`config.mk`:
```
export PLATFORM = sky130hd
export DESIGN_NAME = aes_result_serializer_flat
export DESIGN_NICKNAME = d
export VERILOG_FILES = /design/src/rtl/aes_result_serializer_if.sv /design/src/rtl/aes_result_serializer.sv /design/src/flat_wrapper.sv
export SDC_FILE = /design/constraint.sdc
export NUM_CORES = 1
export LEC_CHECK = 0
export BUFFER_PORTS_ARGS = -buffer_cell sky130_fd_sc_hd__buf_2
export CAP_MARGIN = 20
export CORE_MARGIN = 3
export CORE_UTILIZATION = 59
export DETAILED_ROUTE_END_ITERATION = 8
export PLACE_DENSITY = 0.9
export SYNTH_ARGS = -nofsm -noshare
export SYNTH_HDL_FRONTEND = slang
export SYNTH_SLANG_ARGS = --single-unit
```
`constraint.sdc`:
```
create_clock -name clk -period 6.25 [get_ports clk]
set_input_delay 0.625 -clock clk [delete_from_list [all_inputs] [get_ports clk]]
set_output_delay 0.625 -clock clk [all_outputs]
set_load 0.03 [all_outputs]
```
`src/rtl/aes_result_serializer_if.sv`:
```
// aes_result_serializer_if: ciphertext capture and 32-bit word stream bundle
//   slave  : serializer side (takes cipher_in/aes_done/m_ready/clear_ovf, drives stream and status)
//   master : producer/consumer side (the mirror image)
interface aes_result_serializer_if #(
  parameter int DEPTH = 4,
  parameter int CNT_W = $clog2(DEPTH) + 1
);
  logic [127:0]     cipher_in;
  logic             aes_done;
  logic [31:0]      m_data;
  logic             m_valid;
  logic             m_ready;
  logic             m_last;
  logic [CNT_W-1:0] blocks_count;
  logic             full;
  logic             overflow;
  logic             clear_ovf;
  modport slave (
    input  cipher_in, aes_done, m_ready, clear_ovf,
    output m_data, m_valid, m_last, blocks_count, full, overflow
  );
  modport master (
    output cipher_in, aes_done, m_ready, clear_ovf,
    input  m_data, m_valid, m_last, blocks_count, full, overflow
  );
endinterface

```
`src/rtl/aes_result_serializer.sv`:
```
// aes_result_serializer: buffers 128-bit AES blocks in a FIFO and streams them as 32-bit words, MSW first
//   clk, reset : clock and asynchronous active-high reset
//   bus.slave  : cipher_in/aes_done capture, m_data/m_valid/m_ready/m_last stream,
//                blocks_count/full/overflow status, clear_ovf sticky-flag clear
module aes_result_serializer #(
  parameter int DEPTH = 4,
  parameter int CNT_W = $clog2(DEPTH) + 1
) (
  input logic                  clk,
  input logic                  reset,
  aes_result_serializer_if.slave bus
);
  localparam int PW = $clog2(DEPTH);
  logic [127:0]     mem [DEPTH];
  logic [127:0]     head;
  logic [PW-1:0]    wr_ptr_q, wr_ptr_d, rd_ptr_q, rd_ptr_d;
  logic [1:0]       word_idx_q, word_idx_d;
  logic [CNT_W-1:0] count_q, count_d;
  logic             ovf_q, ovf_d, done_q;
  logic             capture, xfer, pop, accept, drop;
  always_comb begin
    capture    = bus.aes_done & ~done_q;
    xfer       = bus.m_valid & bus.m_ready;
    pop        = xfer & (word_idx_q == 2'd3);
    // a final-word pop frees the head slot in the same cycle, so a full FIFO can still accept
    accept     = capture & (~bus.full | pop);
    drop       = capture & bus.full & ~pop;
    wr_ptr_d   = accept ? wr_ptr_q + 1'b1 : wr_ptr_q;
    rd_ptr_d   = pop ? rd_ptr_q + 1'b1 : rd_ptr_q;
    word_idx_d = xfer ? word_idx_q + 2'd1 : word_idx_q;
    count_d    = count_q + CNT_W'(accept) - CNT_W'(pop);
    ovf_d      = drop | (ovf_q & ~bus.clear_ovf);
  end
  always_ff @(posedge clk or posedge reset)
    if (reset) begin
      wr_ptr_q   <= '0;
      rd_ptr_q   <= '0;
      word_idx_q <= '0;
      count_q    <= '0;
      ovf_q      <= 1'b0;
      done_q     <= 1'b0;
    end else begin
      wr_ptr_q   <= wr_ptr_d;
      rd_ptr_q   <= rd_ptr_d;
      word_idx_q <= word_idx_d;
      count_q    <= count_d;
      ovf_q      <= ovf_d;
      done_q     <= bus.aes_done;
    end
  always_ff @(posedge clk)
    if (accept) mem[wr_ptr_q] <= bus.cipher_in;
  assign head             = mem[rd_ptr_q];
  assign bus.m_valid      = count_q != '0;
  assign bus.m_last       = bus.m_valid & (word_idx_q == 2'd3);
  assign bus.full         = count_q == CNT_W'(DEPTH);
  assign bus.blocks_count = count_q;
  assign bus.overflow     = ovf_q;
  assign bus.m_data       = word_idx_q == 2'd0 ? head[127:96] :
                            word_idx_q == 2'd1 ? head[95:64]  :
                            word_idx_q == 2'd2 ? head[63:32]  : head[31:0];
endmodule

```
`src/flat_wrapper.sv`:
```
// flat-port wrapper written by rule: the top's interface ports become plain ports
module aes_result_serializer_flat 
#(
  parameter int DEPTH = 4,
  parameter int CNT_W = $clog2(DEPTH) + 1
)
  (clk, reset, bus_cipher_in, bus_aes_done, bus_m_ready, bus_clear_ovf, bus_m_data, bus_m_valid, bus_m_last, bus_blocks_count, bus_full, bus_overflow);
  aes_result_serializer_if #(.DEPTH(DEPTH), .CNT_W(CNT_W)) bus_i ();
  input logic clk;
  input logic reset;
  input wire logic [$bits(bus_i.cipher_in)-1:0] bus_cipher_in;
  input wire logic [$bits(bus_i.aes_done)-1:0] bus_aes_done;
  input wire logic [$bits(bus_i.m_ready)-1:0] bus_m_ready;
  input wire logic [$bits(bus_i.clear_ovf)-1:0] bus_clear_ovf;
  output wire logic [$bits(bus_i.m_data)-1:0] bus_m_data;
  output wire logic [$bits(bus_i.m_valid)-1:0] bus_m_valid;
  output wire logic [$bits(bus_i.m_last)-1:0] bus_m_last;
  output wire logic [$bits(bus_i.blocks_count)-1:0] bus_blocks_count;
  output wire logic [$bits(bus_i.full)-1:0] bus_full;
  output wire logic [$bits(bus_i.overflow)-1:0] bus_overflow;
  assign bus_i.cipher_in = bus_cipher_in;
  assign bus_i.aes_done = bus_aes_done;
  assign bus_i.m_ready = bus_m_ready;
  assign bus_i.clear_ovf = bus_clear_ovf;
  assign bus_m_data = bus_i.m_data;
  assign bus_m_valid = bus_i.m_valid;
  assign bus_m_last = bus_i.m_last;
  assign bus_blocks_count = bus_i.blocks_count;
  assign bus_full = bus_i.full;
  assign bus_overflow = bus_i.overflow;
  aes_result_serializer #(.DEPTH(DEPTH), .CNT_W(CNT_W)) u_core (.clk(clk), .reset(reset), .bus(bus_i));
endmodule
```
-- Word-level counts from Yosys, hierarchy flattened
Memories as Yosys holds them, arrays and structs flattened.
Cells that the tools add are included.
- bits in registers: 11
- bits in writable memories: 512
- input port bits: 133
- word-level logic and storage cells: 37
- memories: 1
- memory list (memory ; depth ; bits a word ; read ports ; clocked after memory_dff ; write ports ; RTL line ; text):
    u_core.mem ; 4 ; 128 ; 1 ; 0 ; 1 ; aes_result_serializer.sv:14 ; logic [127:0] mem [DEPTH];
- $add $sub $neg: 5
- eq/ne operators: 4
- mux-type cells: 5
- bitwise logic cells: 14
- reduce and logical (&&, ||, !) cells: 2
- operators by type and width (kind ; count):
    $mux 32 ; 3
    $and 1x1->1 ; 8
    $add 2x1->2 const B ; 3
    $eq 2x2->1 const B ; 2
    $not 1->1 ; 4
    $add 3x1->3 ; 1
    $eq 3x3->1 const B ; 1
    $reduce_bool 3->1 ; 1
    $sub 3x1->3 ; 1
    $eq 2x1->1 const B ; 1
    $logic_not 2->1 ; 1
    $mux 1 ; 2
    $or 1x1->1 ; 2

-- Logic depth before layout (Yosys ltp)
Gate-level depths: netlist (run 1).
- depth in word-level cells: 7
- mapped depth: 9

-- Least setup slack after synthesis (run 1)
No wires, ideal clock.
- path type: register -> register
- start point: register u_core.count_q[1], in the netlist u_core.bus.blocks_count[1]
- end point: memory u_core.mem[0][0] (enable)
- library setup time: 0.502 ns
- arrival: 4.363 ns
- required time: 5.748 ns
- path slack: 1.385 ns
- stages on the path, launching flop included: 5
- buffers on the path: 0
- cell sequence: dfrtp_1 inv_1 and3_1 a21oi_1 and2_1
- RTL lines (what ; RTL line ; text):
    start, declared ; aes_result_serializer.sv:18 ; logic [CNT_W-1:0] count_q, count_d;
    start signal, assigned ; aes_result_serializer.sv:46 ; count_q <= count_d;
    $eq 3x3->1 ; aes_result_serializer.sv:55 ; assign bus.full = count_q == CNT_W'(DEPTH);
    named net bus_full ; flat_wrapper.sv:19 ; output wire logic [$bits(bus_i.full)-1:0] bus_full;
    $not 1->1 ; aes_result_serializer.sv:26 ; accept = capture & (~bus.full | pop);
    $or 1x1->1 ; aes_result_serializer.sv:26 ;
    $and 1x1->1 ; aes_result_serializer.sv:26 ;
    named net u_core.accept ; aes_result_serializer.sv:20 ; logic capture, xfer, pop, accept, drop;
    $mux 1 ; aes_result_serializer.sv:51 ; if (accept) mem[wr_ptr_q] <= bus.cipher_in;
    $mux 1 (not written as such) ; aes_result_serializer.sv:51 ;
    end, declared ; aes_result_serializer.sv:14 ;
The timed path passes the listed nets, and every way through them passes these cells.

-- Final worst setup path (run 1)
- start point: register u_core.rd_ptr_q[1]
- end point: output port bus_m_data[0]
- longest elaborated chain between the ends: 4
- RTL lines (what ; RTL line ; text):
    start, declared ; aes_result_serializer.sv:16 ; logic [PW-1:0] wr_ptr_q, wr_ptr_d, rd_ptr_q, rd_ptr_d;
    start signal, assigned ; aes_result_serializer.sv:44 ; rd_ptr_q <= rd_ptr_d;
    $mem_v2 4x128 * ; - ;
    $mux 32 ; aes_result_serializer.sv:60 ; word_idx_q == 2'd2 ? head[63:32] : head[31:0];
    $mux 32 ; aes_result_serializer.sv:59 ; word_idx_q == 2'd1 ? head[95:64] :
    $mux 32 * ; aes_result_serializer.sv:58 ; assign bus.m_data = word_idx_q == 2'd0 ? head[127:96] :
    end, declared ; flat_wrapper.sv:15 ; output wire logic [$bits(bus_i.m_data)-1:0] bus_m_data;
Every way passes the cells marked *; elsewhere a longest branch is shown, timed or not.

==> results of run 1 <==
==> area by class of cell <==
type	count	area, um2
sequential	523	15700
fill	2048	10600
multi-input combinational	398	4310
clock buffer	61	1310
timing repair buffer	186	1030
tap	448	561
clock inverter	31	297
inverter	10	37.5
antenna	8	20.0
==> power by group through the flow <==
stage	combinational, mW	clock (mW)	sequential, mW
floorplan	2.76	0	4.48
global placement	3.36	0	4.63
detailed placement	3.43	0	4.67
CTS	3.46	3.00	4.60
global route	3.78	3.14	4.54
finish	3.54	2.95	4.51
==> logic make-up (layout without fill, tap and decap cells) <==
group,Yosys count,count (layout),synth area share (%)
compound gates,106,106,3.40
xor+xnor,6,6,0.258
fa+ha+maj,11,11,0.713
buf+inv,63,288,2.00
flops,523,523,76.9
mux,218,218,15.4
other cells,0,8,0
simple gates,57,57,1.30
==> how the worst max path moves through the flow <==
stage / slack (ns) / end / startpoint / cells past startpoint
final: 1.86 / bus_m_data[0] / u_core.rd_ptr_q[1]$_DFFE_PP0P_ / 5
after floorplan: 1.39 / u_core.mem[0][0]$_DFFE_PP_ / u_core.bus.blocks_count[1]$_DFF_PP0_ / 4
after detailed placement: 2.43 / bus_m_data[21] / u_core.rd_ptr_q[0]$_DFFE_PP0P_ / 6
after global routing: 1.68 / bus_m_data[0] / u_core.rd_ptr_q[1]$_DFFE_PP0P_ / 5
after CTS: 1.84 / bus_m_data[21] / u_core.rd_ptr_q[0]$_DFFE_PP0P_ / 6
after global placement: 2.52 / bus_m_data[0] / u_core.rd_ptr_q[1]$_DFFE_PP0P_ / 5
==> sequential cells by signal, indices dropped and copies added, names as in the netlist <==
signal                   count
u_core.bus.overflow          1
u_core.bus.blocks_count      3
u_core.rd_ptr_q              2
u_core.done_q                1
u_core.word_idx_q            2
u_core.wr_ptr_q              2
u_core.mem                 512
==> worst max-delay path: stages (launching register included) <==
cell	delay, ns
sky130_fd_sc_hd__dfrtp_4	1.18
sky130_fd_sc_hd__nand2b_2	0.87
sky130_fd_sc_hd__o22ai_1	0.41
sky130_fd_sc_hd__o31ai_1	0.12
sky130_fd_sc_hd__mux2_1	0.39
sky130_fd_sc_hd__buf_2	0.21
==> stage by stage <==
stage | cell area (um2) | worst slack, ns | std cells | util [%] | power (mW)
2_1_floorplan | 20300 | 1.39 | 984 | - | 7.24
6_report | 23200 | 1.86 | 1665 | 68.8 | 11.0
3_5_place_dp | 21500 | 2.43 | 1563 | 63.8 | 8.10
4_1_cts | 23200 | 1.84 | 1655 | 68.5 | 11.1
3_3_place_gp | 21500 | 2.52 | 1563 | 63.8 | 7.99
5_1_grt | 23200 | 1.68 | 1662 | 68.7 | 11.5
==> layer usage <==
metal / wire [um] / GRT usage, % / vias to the layer above / share of wire, %
met5: 123 / 0 / - / 0.30
met4: 1180 / 7.73 / 18 / 2.9
met3: 3420 / 6.04 / 114 / 8.3
met2: 20500 / 37.2 / 417 / 50
met1: 15900 / 29.5 / 5210 / 39
li1: - / - / 4413 / -
==> cells in the mapped netlist <==
library cell                 n
sky130_fd_sc_hd__dfrtp_1    11
sky130_fd_sc_hd__or2_2       1
sky130_fd_sc_hd__fa_1        1
sky130_fd_sc_hd__o31ai_1    32
sky130_fd_sc_hd__a21oi_1     1
sky130_fd_sc_hd__buf_8       1
sky130_fd_sc_hd__mux2i_1    32
sky130_fd_sc_hd__mux2_1      7
sky130_fd_sc_hd__clkbuf_1   21
sky130_fd_sc_hd__o21ai_1     6
sky130_fd_sc_hd__o22ai_1    65
sky130_fd_sc_hd__edfxtp_1  512
sky130_fd_sc_hd__and2_1      5
sky130_fd_sc_hd__buf_4       2
sky130_fd_sc_hd__buf_1       3
sky130_fd_sc_hd__or3_1       1
sky130_fd_sc_hd__buf_6      19
sky130_fd_sc_hd__nor2b_1     1
sky130_fd_sc_hd__mux4_2     64
sky130_fd_sc_hd__inv_1      10
sky130_fd_sc_hd__nand2_1    37
sky130_fd_sc_hd__nand2b_1   11
sky130_fd_sc_hd__xor2_1      2
sky130_fd_sc_hd__xnor2_1     4
sky130_fd_sc_hd__buf_2       7
sky130_fd_sc_hd__o21ai_0     2
sky130_fd_sc_hd__and3_1      1
sky130_fd_sc_hd__ha_1       10
sky130_fd_sc_hd__mux2_2    115
==> metrics.md, run 1 <==
| Metric | Value |
|---|---|
| Result of the run | completed |
| Via count of the first global-routing pass | 10800 |
| Clock-pin slew reported for the worst setup and hold paths after clock tree synthesis | 0.06 ns |
| Die Area | 36700 um2 |
| GR Util All Layers | 22.6% |
| Total gr overflow | 0 |
| Iter 0 DRT Violations | 858 |
| Post-synthesis area per instance | 20.7 um2 |
| DPL Wire Length | 23400 um |
| Clock period minus final worst setup slack | 4.39 ns |
| Worst r2r src | u_core.bus.blocks_count[1]$_DFF_PP0_ |
| Req. time, crit path | 5.62 ns |
| Maximum clock frequency | 228 MHz |
| Number of slew-limit violations in the final report | 0 |
| R2r endpoint | u_core.mem[1][51]$_DFFE_PP_ |
| Data arrival at the endpoint of the critical path | 3.76 ns |
| Area contributors post-synth | sky130_fd_sc_hd__edfxtp_1 76%, sky130_fd_sc_hd__mux4_2 7.1%, sky130_fd_sc_hd__mux2_2 6.4%, sky130_fd_sc_hd__o22ai_1 2.0%, sky130_fd_sc_hd__mux2i_1 1.6% |
| Reported leakage power | 7.82 nW |
| Setup tns final | 0 ns |
| Die extent in x | 192 um |
| Actual transition at the worst max-transition pin | 1.13 ns |
| Worst-case clock skew | 0.00940 ns |
| DRT antenna net count | 0 |
| Via count | 10200 |
| Wire length after detailed routing | 41200 um |
| Vias/cell | 6.11 |
| Leading cell type in the layout, fill and taps excluded | sky130_fd_sc_hd__edfxtp_1 |
| Leading cell types in the layout, fill and taps excluded | 512 x sky130_fd_sc_hd__edfxtp_1, 171 x sky130_fd_sc_hd__buf_2, 115 x sky130_fd_sc_hd__mux2_2 |
| Internal power contribution | 7.45 mW |
| Post-CTS Hold Fix Bufs | 0 |
| Num ports | 172 |
| Setup violators final | 0 |
| Clock power share | 26.8% |
| Total number of yosys warnings | 0 |
| Unrepaired setup endpoints after global routing | no |
| Number of distinct library cells after synthesis | 29 |
| Sequential share of power | 41.0% |
| Post-synthesis instance total | 984 |
| Post-route fraction of the period consumed by the critical path | 70.2% |
| Number of buffers created by CTS | 50 |
| CTS tree | built |
| Worst hold-check path type | primary input to asynchronous set/reset pin |
| Sequential fraction of the synthesis area | 76.9% |
| First-pass GRT wire length | 62300 um |
| Maximum fanout along the worst path | 69 |
| Placeable Area | 33800 um2 |
| PwrDens | 473 nW/um2 |
| Post-CTS setup buffer count | 0 |
| Net count reported at finish | 1313 |
| Combinational cell fraction of total power | 32.2% |
| Port bufs | 171 |
| Initial cell density of the core | 60.2% |
| Area added between synthesis and finish | 14.2% |
| Critical path class | flop to primary output |
| Post-CTS resize count | 0 |
| Area share of the largest cell type after synthesis | 75.6% |
| Synthesized Nets | 1128 |
| Average detailed-routed wire length per instance | 24.8 um |
| Maximum number of pins on one net before global-route repair | 80 |
| Max cap viols | 0 |
| Post-synthesis instance area | 20300 um2 |
| Std cell rows | 67 |
| Setup crit end kind | primary output |
| Fraction of final layout cells with drive strength greater than 1 | 37.0% |
| Worst max-slew margin expressed relative to the limit | 24.8% |
| VDD IR-drop max | 0.482 mV |
| Buffer levels on the longest clock path | 3 |
| Router iterations before antenna repair | 5 |
| Largest area contributor in the netlist | sky130_fd_sc_hd__edfxtp_1 |
| Tightest hold margin | 0.0667 ns |
| Final count of hold timing violations | 0 |
| DRC errors left | 0 |
| GPL Wtd Cong | 0.775 |
| Category of the worst setup path launch point | flop |
| Number of H-tree branching levels | 2 |
| FF+latch count, synth | 523 |
| R2R Setup Slk | 3.05 ns |
| Depth of the worst register-to-register path | 5 |
| Net switching component of the power | 3.54 mW |
| Chip Height | 192 um |
| Cell at the root of the clock tree | sky130_fd_sc_hd__clkbuf_16 |
| Number of clock sinks seen by CTS | 523 |
| Clock insertion delay at the later pin of the skew report | 0.55 ns |
| Number of antenna violations at the first check in global routing | 17 |
| Switch share | 32.2% |
Power figures use the tool's default switching activity.
==> run 2: changes to the inputs <==
clock period = 4.3 ns   (was 6.25 ns; I/O delays follow)
==> run 2 against run 1 <==
Sequential power up 44%. Total power up 46%. Clock power increased by 49%. Critical endpoint is now bus_m_data[7]. Largest cell class unchanged. Clock skew is 0.016 ns higher. Critical path depth is 2 higher. Final cell count increased by 0.66%.
==> metrics.md, run 2 (synthesized netlist as in run 1, its figures left out) <==
| Metric | Value |
|---|---|
| Number of H-tree branching levels | 2 |
| Number of antenna violations at the first check in global routing | 22 |
| PwrDens | 689 nW/um2 |
| Largest register FFs | 512 |
| VDD IR-drop max | 0.555 mV |
| Setup crit end kind | primary output |
| Buffer levels on the longest clock path | 3 |
| Critical path class | flop to primary output |
| Num ports | 172 |
| Series of cell instances along the critical path | inv_1 > ha_1 > nand2b_2 > o22ai_1 > o31ai_1 > mux2_2 > buf_2 |
| Worst-case clock skew | 0.0259 ns |
| Placeable Area | 33800 um2 |
| Total gr overflow | 0 |
| Via count | 10200 |
| GR Util All Layers | 22.5% |
| Unrepaired setup endpoints after global routing | no |
| Reported leakage power | 7.87 nW |
| Average detailed-routed wire length per instance | 24.5 um |
| Leading cell type in the layout, fill and taps excluded | sky130_fd_sc_hd__edfxtp_1 |
| Buf+Inv Stages, Crit Path | 2 |
| Setup violators final | 0 |
| Number of slew-limit violations in the final report | 0 |
| Clock period minus final worst setup slack | 3.70 ns |
| Std cell rows | 67 |
| Data arrival at the endpoint of the critical path | 3.27 ns |
| Family of cells with the greatest summed delay on the critical path | simple AND/OR/NAND/NOR gates |
| DRC errors left | 0 |
| Vias/cell | 6.07 |
| Via count of the first global-routing pass | 10600 |
| Biggest register | u_core.mem |
| Port bufs | 171 |
| Final Power | 16.1 mW |
| Die Area | 36700 um2 |
| Slowest stage cell, crit path | sky130_fd_sc_hd__nand2b_2 |
| Category of the worst setup path launch point | flop |
| Chip Height | 192 um |
| Post-route fraction of the period consumed by the critical path | 86.1% |
| Clock insertion delay at the later pin of the skew report | 0.59 ns |
| Wire length after detailed routing | 41100 um |
| Slowest cell delay on critical path | 0.82 ns |
| Area added between synthesis and finish | 14.9% |
| Post-CTS resize count | 0 |
| DRT antenna net count | 0 |
| Actual transition at the worst max-transition pin | 1.02 ns |
| Initial cell density of the core | 60.2% |
| First-pass GRT wire length | 61500 um |
| Number of clock sinks seen by CTS | 523 |
| GPL Wtd Cong | 0.758 |
| Cell at the root of the clock tree | sky130_fd_sc_hd__clkbuf_16 |
| Die extent in x | 192 um |
| Result of the run | completed |
| Leading cell types in the layout, fill and taps excluded | 512 x sky130_fd_sc_hd__edfxtp_1, 171 x sky130_fd_sc_hd__buf_2, 115 x sky130_fd_sc_hd__mux2_2 |
| Filler cell count in the final layout | 2017 |
| Req. time, crit path | 3.87 ns |
| Maximum fanout along the worst path | 32 |
| Number of buffers created by CTS | 50 |
| Worst max-slew margin expressed relative to the limit | 32.3% |
| CTS tree | built |
| Maximum number of pins on one net before global-route repair | 76 |
| Fraction of final layout cells with drive strength greater than 1 | 37.6% |
| Clock-pin slew reported for the worst setup and hold paths after clock tree synthesis | 0.06 ns |
| Setup tns final | 0 ns |
| DPL Wire Length | 23700 um |
| Iter 0 DRT Violations | 977 |
| Router iterations before antenna repair | 7 |
| Maximum clock frequency | 270 MHz |
| Max cap viols | 0 |
| Post-CTS Hold Fix Bufs | 2 |
| Post-CTS setup buffer count | 0 |
| Final count of hold timing violations | 0 |
| Net count reported at finish | 1319 |
| Worst hold-check path type | primary input to flop |
run 2: path summary, 6_finish.rpt:
| path | cells past startpoint | to | from | slack [ns] |
|---|---|---|---|---|
| max | 7 | bus_m_data[7] | u_core.word_idx_q[0]$_DFFE_PP0P_ | 0.60 |
| min | 2 | u_core.bus.overflow$_DFF_PP0_ | bus_clear_ovf | 0.05 |
| max reg2reg | 5 | u_core.mem[0][109]$_DFFE_PP_ | u_core.word_idx_q[0]$_DFFE_PP0P_ | 1.31 |
| min reg2reg | 1 | u_core.bus.blocks_count[2]$_DFF_PP0_ | u_core.bus.blocks_count[2]$_DFF_PP0_ | 0.52 |
| max in group asynchronous | 3 | u_core.rd_ptr_q[0]$_DFFE_PP0P_ | reset | 3.55 |
| min in group asynchronous | 3 | u_core.wr_ptr_q[1]$_DFFE_PP0P_ | reset | 0.39 |
run 2: metrics by stage:
step	area, um2	std cells	worst slack [ns]	hold slack [ns]	utilization [%]
2_1_floorplan	20400	984	0.840	0.282	-
6_report	23400	1676	0.598	0.0491	69.2
4_1_cts	23300	1665	0.635	0.0128	69.1
3_5_place_dp	21700	1569	1.29	0.462	64.1
5_1_grt	23400	1672	0.441	0.0227	69.1
3_3_place_gp	21700	1569	1.35	0.441	64.1
run 2: power breakdown:
part           switching (mW)  leakage (nW)  total [mW]  internal, mW
registers               0.276          4.77        6.49          6.21
clock network            1.83         0.811        4.39          2.56
logic                    3.11          2.28        5.22          2.11
total                    5.21          7.87        16.1          10.9
run 2: layout make-up:
type                       instances  area, um2  share of cell area, %
clock buffer                      60       1320                   5.65
antenna                           11       27.5                  0.118
inverter                          10       37.5                  0.161
tap                              448        561                   2.40
clock inverter                    34        338                   1.45
timing repair buffer             192       1120                   4.79
multi-input combinational        398       4310                   18.4
sequential                       523      15700                   67.0
run 2: routing by layer:
metal	wire length (um)	global-route usage, %	vias up
li1	-	-	4435
met5	173	0	-
met4	830	7.34	28
met2	20600	36.5	378
met1	16200	29.7	5248
met3	3230	6.63	84
